File: src/rtl/mem_req_unit_if.sv
// Data-side bus between the load/store request unit and memory.
// The master drives req/we/wstrb/addr/wdata. The slave returns gnt and read data.
interface mem_req_unit_if #(
  parameter int ADDR_W = 32,
  parameter int DATA_W = 32
) ();
  localparam int BYTES = DATA_W / 8;

  logic              req;
  logic              gnt;
  logic              we;
  logic [BYTES-1:0]  wstrb;
  logic [ADDR_W-1:0] addr;
  logic [DATA_W-1:0] wdata;
  logic              rvalid;
  logic [DATA_W-1:0] rdata;

  modport master (
    output req, we, wstrb, addr, wdata,
    input  gnt, rvalid, rdata
  );

  modport slave (
    input  req, we, wstrb, addr, wdata,
    output gnt, rvalid, rdata
  );
endinterface

File: src/rtl/mem_req_unit.sv
// Load/store request unit sitting between the EX/MEM boundary and the data bus.
// It handles one access at a time, with lane steering, misalignment traps and flush-driven cancellation.
module mem_req_unit #(
  parameter int ADDR_W = 32,
  parameter int DATA_W = 32
) (
  input  logic              clk,
  input  logic              rst,
  input  logic              flush,
  input  logic              req_valid,
  output logic              req_ready,
  input  logic              req_we,
  input  logic [1:0]        req_size,
  input  logic              req_unsigned,
  input  logic [ADDR_W-1:0] req_addr,
  input  logic [DATA_W-1:0] req_wdata,
  output logic              resp_valid,
  output logic [DATA_W-1:0] resp_rdata,
  output logic              resp_ale,
  output logic [ADDR_W-1:0] resp_badv,
  mem_req_unit_if.master    da
);
  localparam int BYTES = DATA_W / 8;
  localparam int OFS_W = $clog2(BYTES);

  localparam logic [1:0] S_IDLE = 2'd0;
  localparam logic [1:0] S_REQ  = 2'd1;
  localparam logic [1:0] S_RESP = 2'd2;

  logic [1:0]       state;
  logic             drop;
  logic [1:0]       size_p1;
  logic             uns_p1;
  logic [OFS_W-1:0] ofs_p1;

  logic             accept;
  logic             misaligned;
  logic [OFS_W-1:0] ofs;

  function automatic logic [2:0] size_mask(input logic [1:0] size);
    logic [2:0] m;
    case (size)
      2'd0:    m = 3'b000;
      2'd1:    m = 3'b001;
      2'd2:    m = 3'b011;
      default: m = 3'b111;
    endcase
    return m;
  endfunction

  function automatic logic [BYTES-1:0] store_strobe(input logic [1:0] size,
                                                    input logic [OFS_W-1:0] lane);
    logic [BYTES-1:0] base;
    for (int i = 0; i < BYTES; i++) begin
      base[i] = (i < (1 << size));
    end
    return base << lane;
  endfunction

  // Signed temporaries make the cast below sign-extend. The unsigned path zero-fills.
  function automatic logic [DATA_W-1:0] load_extend(input logic [DATA_W-1:0] lane,
                                                    input logic [1:0] size,
                                                    input logic uns);
    logic signed [7:0]  b;
    logic signed [15:0] h;
    logic signed [31:0] w;
    logic [DATA_W-1:0]  r;
    b = lane[7:0];
    h = lane[15:0];
    w = lane[31:0];
    case (size)
      2'd0:    r = uns ? DATA_W'(lane[7:0])  : DATA_W'(b);
      2'd1:    r = uns ? DATA_W'(lane[15:0]) : DATA_W'(h);
      2'd2:    r = uns ? DATA_W'(lane[31:0]) : DATA_W'(w);
      default: r = lane;
    endcase
    return r;
  endfunction

  assign ofs        = req_addr[OFS_W-1:0];
  assign req_ready  = (state == S_IDLE) && !flush && !rst;
  assign accept     = req_valid && req_ready;
  assign misaligned = ((req_addr[2:0] & size_mask(req_size)) != 3'b000) ||
                      ((req_size == 2'd3) && (DATA_W == 32));

  always_ff @(posedge clk) begin
    if (rst) begin
      state      <= S_IDLE;
      drop       <= 1'b0;
      resp_valid <= 1'b0;
      resp_rdata <= '0;
      resp_ale   <= 1'b0;
      resp_badv  <= '0;
      da.req     <= 1'b0;
      da.we      <= 1'b0;
      da.wstrb   <= '0;
      da.addr    <= '0;
      da.wdata   <= '0;
    end else begin
      resp_valid <= 1'b0;
      resp_rdata <= '0;
      resp_ale   <= 1'b0;
      resp_badv  <= '0;
      case (state)
        // p0 -> p1: request capture, either a trap response or a bus request.
        S_IDLE: begin
          if (accept) begin
            if (misaligned) begin
              resp_valid <= 1'b1;
              resp_ale   <= 1'b1;
              resp_badv  <= req_addr;
            end else begin
              da.req   <= 1'b1;
              da.we    <= req_we;
              da.addr  <= {req_addr[ADDR_W-1:OFS_W], {OFS_W{1'b0}}};
              da.wstrb <= req_we ? store_strobe(req_size, ofs) : '0;
              da.wdata <= req_we ? (req_wdata << {ofs, 3'b000}) : '0;
              size_p1  <= req_size;
              uns_p1   <= req_unsigned;
              ofs_p1   <= ofs;
              state    <= S_REQ;
            end
          end
        end
        // p1: hold every bus output until granted. A flush before the grant abandons the access.
        S_REQ: begin
          if (da.gnt) begin
            da.req <= 1'b0;
            drop   <= flush;
            state  <= S_RESP;
          end else if (flush) begin
            da.req <= 1'b0;
            state  <= S_IDLE;
          end
        end
        // p1 -> p2: completion. The response is suppressed once a flush has been seen.
        S_RESP: begin
          if (da.rvalid) begin
            if (!(drop || flush)) begin
              resp_valid <= 1'b1;
              resp_rdata <= da.we ? '0
                                  : load_extend(da.rdata >> {ofs_p1, 3'b000}, size_p1, uns_p1);
            end
            drop  <= 1'b0;
            state <= S_IDLE;
          end else if (flush) begin
            drop <= 1'b1;
          end
        end
        default: state <= S_IDLE;
      endcase
    end
  end
endmodule

File: src/flat_wrapper.sv
// flat-port wrapper written by rule: the top's interface ports become plain ports
module mem_req_unit_flat 
#(
  parameter int ADDR_W = 32,
  parameter int DATA_W = 32
)
  (clk, rst, flush, req_valid, req_ready, req_we, req_size, req_unsigned, req_addr, req_wdata, resp_valid, resp_rdata, resp_ale, resp_badv, da_req, da_we, da_wstrb, da_addr, da_wdata, da_gnt, da_rvalid, da_rdata);
  mem_req_unit_if #(.ADDR_W(ADDR_W), .DATA_W(DATA_W)) da_i ();
  input  logic clk;
  input  logic rst;
  input  logic flush;
  input  logic req_valid;
  output logic req_ready;
  input  logic req_we;
  input  logic [1:0] req_size;
  input  logic req_unsigned;
  input  logic [ADDR_W-1:0] req_addr;
  input  logic [DATA_W-1:0] req_wdata;
  output logic resp_valid;
  output logic [DATA_W-1:0] resp_rdata;
  output logic resp_ale;
  output logic [ADDR_W-1:0] resp_badv;
  output wire logic [$bits(da_i.req)-1:0] da_req;
  output wire logic [$bits(da_i.we)-1:0] da_we;
  output wire logic [$bits(da_i.wstrb)-1:0] da_wstrb;
  output wire logic [$bits(da_i.addr)-1:0] da_addr;
  output wire logic [$bits(da_i.wdata)-1:0] da_wdata;
  input wire logic [$bits(da_i.gnt)-1:0] da_gnt;
  input wire logic [$bits(da_i.rvalid)-1:0] da_rvalid;
  input wire logic [$bits(da_i.rdata)-1:0] da_rdata;
  assign da_req = da_i.req;
  assign da_we = da_i.we;
  assign da_wstrb = da_i.wstrb;
  assign da_addr = da_i.addr;
  assign da_wdata = da_i.wdata;
  assign da_i.gnt = da_gnt;
  assign da_i.rvalid = da_rvalid;
  assign da_i.rdata = da_rdata;
  mem_req_unit #(.ADDR_W(ADDR_W), .DATA_W(DATA_W)) u_core (.clk(clk), .rst(rst), .flush(flush), .req_valid(req_valid), .req_ready(req_ready), .req_we(req_we), .req_size(req_size), .req_unsigned(req_unsigned), .req_addr(req_addr), .req_wdata(req_wdata), .resp_valid(resp_valid), .resp_rdata(resp_rdata), .resp_ale(resp_ale), .resp_badv(resp_badv), .da(da_i));
endmodule
File: config.mk
export PLATFORM = sky130hd
export DESIGN_NAME = mem_req_unit_flat
export DESIGN_NICKNAME = d
export VERILOG_FILES = /design/src/rtl/mem_req_unit_if.sv /design/src/rtl/mem_req_unit.sv /design/src/flat_wrapper.sv
export SDC_FILE = /design/constraint.sdc
export NUM_CORES = 1
export LEC_CHECK = 0
export BUFFER_PORTS_ARGS = -buffer_cell sky130_fd_sc_hd__buf_2
export CAP_MARGIN = 25
export CORE_UTILIZATION = 47
export DETAILED_ROUTE_END_ITERATION = 7
export PLACE_DENSITY = 0.87
export SYNTH_ARGS = -nofsm -noshare
export SYNTH_HDL_FRONTEND = slang
export SYNTH_SLANG_ARGS = --single-unit
File: constraint.sdc
create_clock -name clk -period 2.1 [get_ports clk]
set_input_delay 0.21 -clock clk [delete_from_list [all_inputs] [get_ports clk]]
set_output_delay 0.21 -clock clk [all_outputs]
set_load 0.01 [all_outputs]
==> impl_metrics.env <==
export IMPL_ys_flop_type="dfxtp_1"
export IMPL_synth_seq_cells=142
export IMPL_ff2ff_path_depth=5
export IMPL_synth_area_leader_cell="dfxtp_1"
export IMPL_worst_slew_pin_slew_ns=0.860
export IMPL_hpwl_mm=11.1
export IMPL_die_h_microns=111
export IMPL_drive_above_1_share_pct=36.1
export IMPL_crit_chain="and2b_2 -> nand4_4 -> buf_4 -> nand4b_1 -> o21ai_0"
export IMPL_port_buffers=240
export IMPL_ys_seq_area_share_pct=52.2
export IMPL_ir_drop_mv=0.577
export IMPL_pin_count=243
export IMPL_slowest_stage="nand4b_1"
export IMPL_numCtsBuffers=17
export IMPL_first_iter_violations=461
export IMPL_cellPowerDensity_nw_per_um2=823
export IMPL_synth_enable_flop_cells=5
export IMPL_p_leak_uw=0.00349
export IMPL_synth_area_leaders="dfxtp_1 50%, nand2_1 7.0%, a21oi_1 6.2%"
export IMPL_status="finished, final reports clean"
export IMPL_hold_path_endpoint="u_core.resp_badv[8]$_SDFF_PP0_"
export IMPL_whs_path_depth=2
export IMPL_viasPerCell=5.28
export IMPL_ant_nets=0
export IMPL_async_flop_share_pct=0
export IMPL_period_needed_ns=1.88
export IMPL_dieArea_sq_um=12200
export IMPL_wl_per_cell_microns=16.3
export IMPL_drv_cap=0
export IMPL_die_x_microns=111
export IMPL_core_area_sq_um=11500
export IMPL_setup_tns_ns=0
export IMPL_grt_max_degree=70
export IMPL_cp_max_fo=16
export IMPL_cts_tree="built"
export IMPL_r2r_start="u_core.state[1]$_SDFFE_PP0P_"
export IMPL_cts_sinks=142
export IMPL_yosys_warnings=0
export IMPL_yosysMostFrequentCell="dfxtp_1"
export IMPL_r2r_end="u_core.resp_rdata[21]$_SDFF_PP0_"
export IMPL_gp_congestion=0.888
export IMPL_dr_pass1_iters=7
export IMPL_path_class="flop to flop"
export IMPL_synthToLayoutAreaGrowth_pct=36.4
export IMPL_start_kind="flop"
export IMPL_h_tree_depth=4
export IMPL_r2r_setup_slack_ns=0.22
export IMPL_critPathMaxStageDelay_ns=0.53
export IMPL_fp_row_count=39
export IMPL_maxSlewViolCount=0
export IMPL_antenna_found_initial=0
export IMPL_clk_path_buf_depth=2
export IMPL_hold_viol_final=0
export IMPL_min_path_type="input pin to flop"
export IMPL_antenna_cells=0
export IMPL_critPathCaptureType="flop"
export IMPL_fin_crit_sh_pct=89.6
export IMPL_cts_resized=0
export IMPL_clk_latency_ns=0.42
export IMPL_syn_area_per_cell_sq_um=9.21
export IMPL_ys_types=47
export IMPL_skew_ns=0.0103
export IMPL_grt_pass1_wl_mm=25.1
export IMPL_drt_wl_total_mm=16.2
export IMPL_synth_top_area_share_pct=49.5
export IMPL_timing_fmax_mhz=532
export IMPL_clk_pin_slew_ns=0.06
export IMPL_crit_required_ns=2.43
export IMPL_setup_violations=0
export IMPL_final_net_count=948
export IMPL_relSlewSlack_pct=42.5
export IMPL_grt_setup_unrepaired="false"
export IMPL_synth_cells=601
export IMPL_grt_ovfl_total=0
export IMPL_syn_area_sq_um=5540
export IMPL_arrival_ns=2.21
export IMPL_track_usage_pct=26.1
export IMPL_start_util_pct=48.3
export IMPL_fin_ws_ns=0.219
export IMPL_grt_pass1_vias=4965
export IMPL_post_place_ws_ns=0.174
export IMPL_yosys_top_cells_count="137 x dfxtp_1, 104 x nand2_1, 69 x a21oi_1"
export IMPL_hold_start="req_addr[8]"
export IMPL_cts_root_buf="clkbuf_16"
export IMPL_route_detailed_drc=0
export IMPL_dr_total_vias=5269
==> repair_timing <==
action,4_1_cts,5_1_grt
hold buffers,16,0
buffers inserted,0,0
endpoints found under the hold margin,16,0
==> per-layer routing <==
metal	vias to the layer above	share of wire [%]	global-route usage (%)
li1	2544	-	-
met4	0	2.8	12.4
met5	-	0	0
met1	2423	41	29.9
met3	41	7.4	8.78
met2	261	49	43.5
==> through the flow <==
| stage | util (%) | instances | cell area, sq um | hold WS [ns] | power, uW |
|---|---|---|---|---|---|
| 5_1_grt | 65.9 | 997 | 7550 | 0.000358 | 6420 |
| 2_1_floorplan | - | 602 | 5540 | 0.309 | 3060 |
| 3_3_place_gp | 59.3 | 950 | 6800 | 0.388 | 3280 |
| 3_5_place_dp | 59.3 | 950 | 6800 | 0.389 | 3280 |
| 4_1_cts | 65.9 | 997 | 7550 | 0.000327 | 6240 |
| 6_report | 65.9 | 997 | 7550 | 0.0139 | 6210 |
==> registers in the layout (all words and copies together), names as in the netlist <==
| name | flops |
|---|---|
| u_core.da.addr | 30 |
| u_core.state | 2 |
| u_core.da.req | 1 |
| u_core.da.wdata | 32 |
| u_core.resp_rdata | 32 |
| u_core.uns_p1 | 1 |
| u_core.resp_ale | 1 |
| u_core.resp_valid | 1 |
| u_core.ofs_p1 | 2 |
| u_core.da.we | 1 |
| u_core.drop | 1 |
| u_core.resp_badv | 32 |
| u_core.da.wstrb | 4 |
| u_core.size_p1 | 2 |
==> final cells by class <==
class	instances	area, sq um
repair buffers	267	1460
clock buffers	21	493
fillers	870	3910
clock inverters	10	98.8
inverters	10	37.5
flip-flops and latches	142	2890
multi-input cells	404	2400
well taps	143	179
==> cells by family (layout without fill, tap and decap cells) <==
group                  Yosys count  count (layout)  share of synthesized area (%)
flip-flops                     142             142                           52.2
AO/OA/AOI/OAI                  141             141                           14.9
buffers and inverters           56             308                           4.70
other                            1               2                         0.0677
multiplexers                    45              45                           8.52
AND/OR/NAND/NOR                216             216                           19.6
==> worst max path at each step <==
stage	start	to	slack, ns	depth (start not counted)
2_1_floorplan	u_core.state[0]$_SDFFE_PP0P_	u_core.da.wdata[18]$_SDFFE_PP0P_	0.53	6
3_3_place_gp	rst	u_core.resp_rdata[23]$_SDFF_PP0_	0.27	6
3_5_place_dp	rst	u_core.resp_rdata[21]$_SDFF_PP0_	0.17	6
4_1_cts	u_core.state[1]$_SDFFE_PP0P_	u_core.resp_rdata[21]$_SDFF_PP0_	0.22	5
5_1_grt	u_core.state[1]$_SDFFE_PP0P_	u_core.resp_rdata[19]$_SDFF_PP0_	0.06	5
6_report	u_core.state[1]$_SDFFE_PP0P_	u_core.resp_rdata[21]$_SDFF_PP0_	0.22	5
==> report_power, final <==
part / leakage [uW] / internal (uW) / switching [uW]
Sequential: 0.00115 / 2750 / 19.8
Clock: 0.000283 / 1810 / 1150
Combinational: 0.00205 / 217 / 277
Total: 0.00349 / 4770 / 1440
==> worst max-delay path, delay by kind of cell (launching register included) <==
family	cells	cell delay (ns)
AOI/OAI and AO/OA	1	0.24
buffers and inverters	1	0.22
DFF	1	0.42
and+or+nand+nor	3	0.91
==> layout by cell type, fill, tap and decap left out, drive strengths merged, types with 4 or more instances in the layout <==
cell | Yosys | final
edfxtp | 5 | 5
nand3 | 16 | 16
mux2i | 28 | 28
a211oi | 15 | 15
o2111ai | 8 | 8
nor2b | 12 | 12
nand2 | 104 | 104
dfxtp | 137 | 137
mux2 | 17 | 17
nor2 | 18 | 18
a21oi | 70 | 70
clkbuf | 19 | 21
o21ai | 33 | 33
inv | 10 | 14
dlygate4sd3 | 0 | 16
nand3b | 10 | 10
buf | 27 | 251
and2 | 39 | 39
nor3 | 4 | 4
a22oi | 8 | 8
No activity file was read; power rests on OpenSTA's default activity.
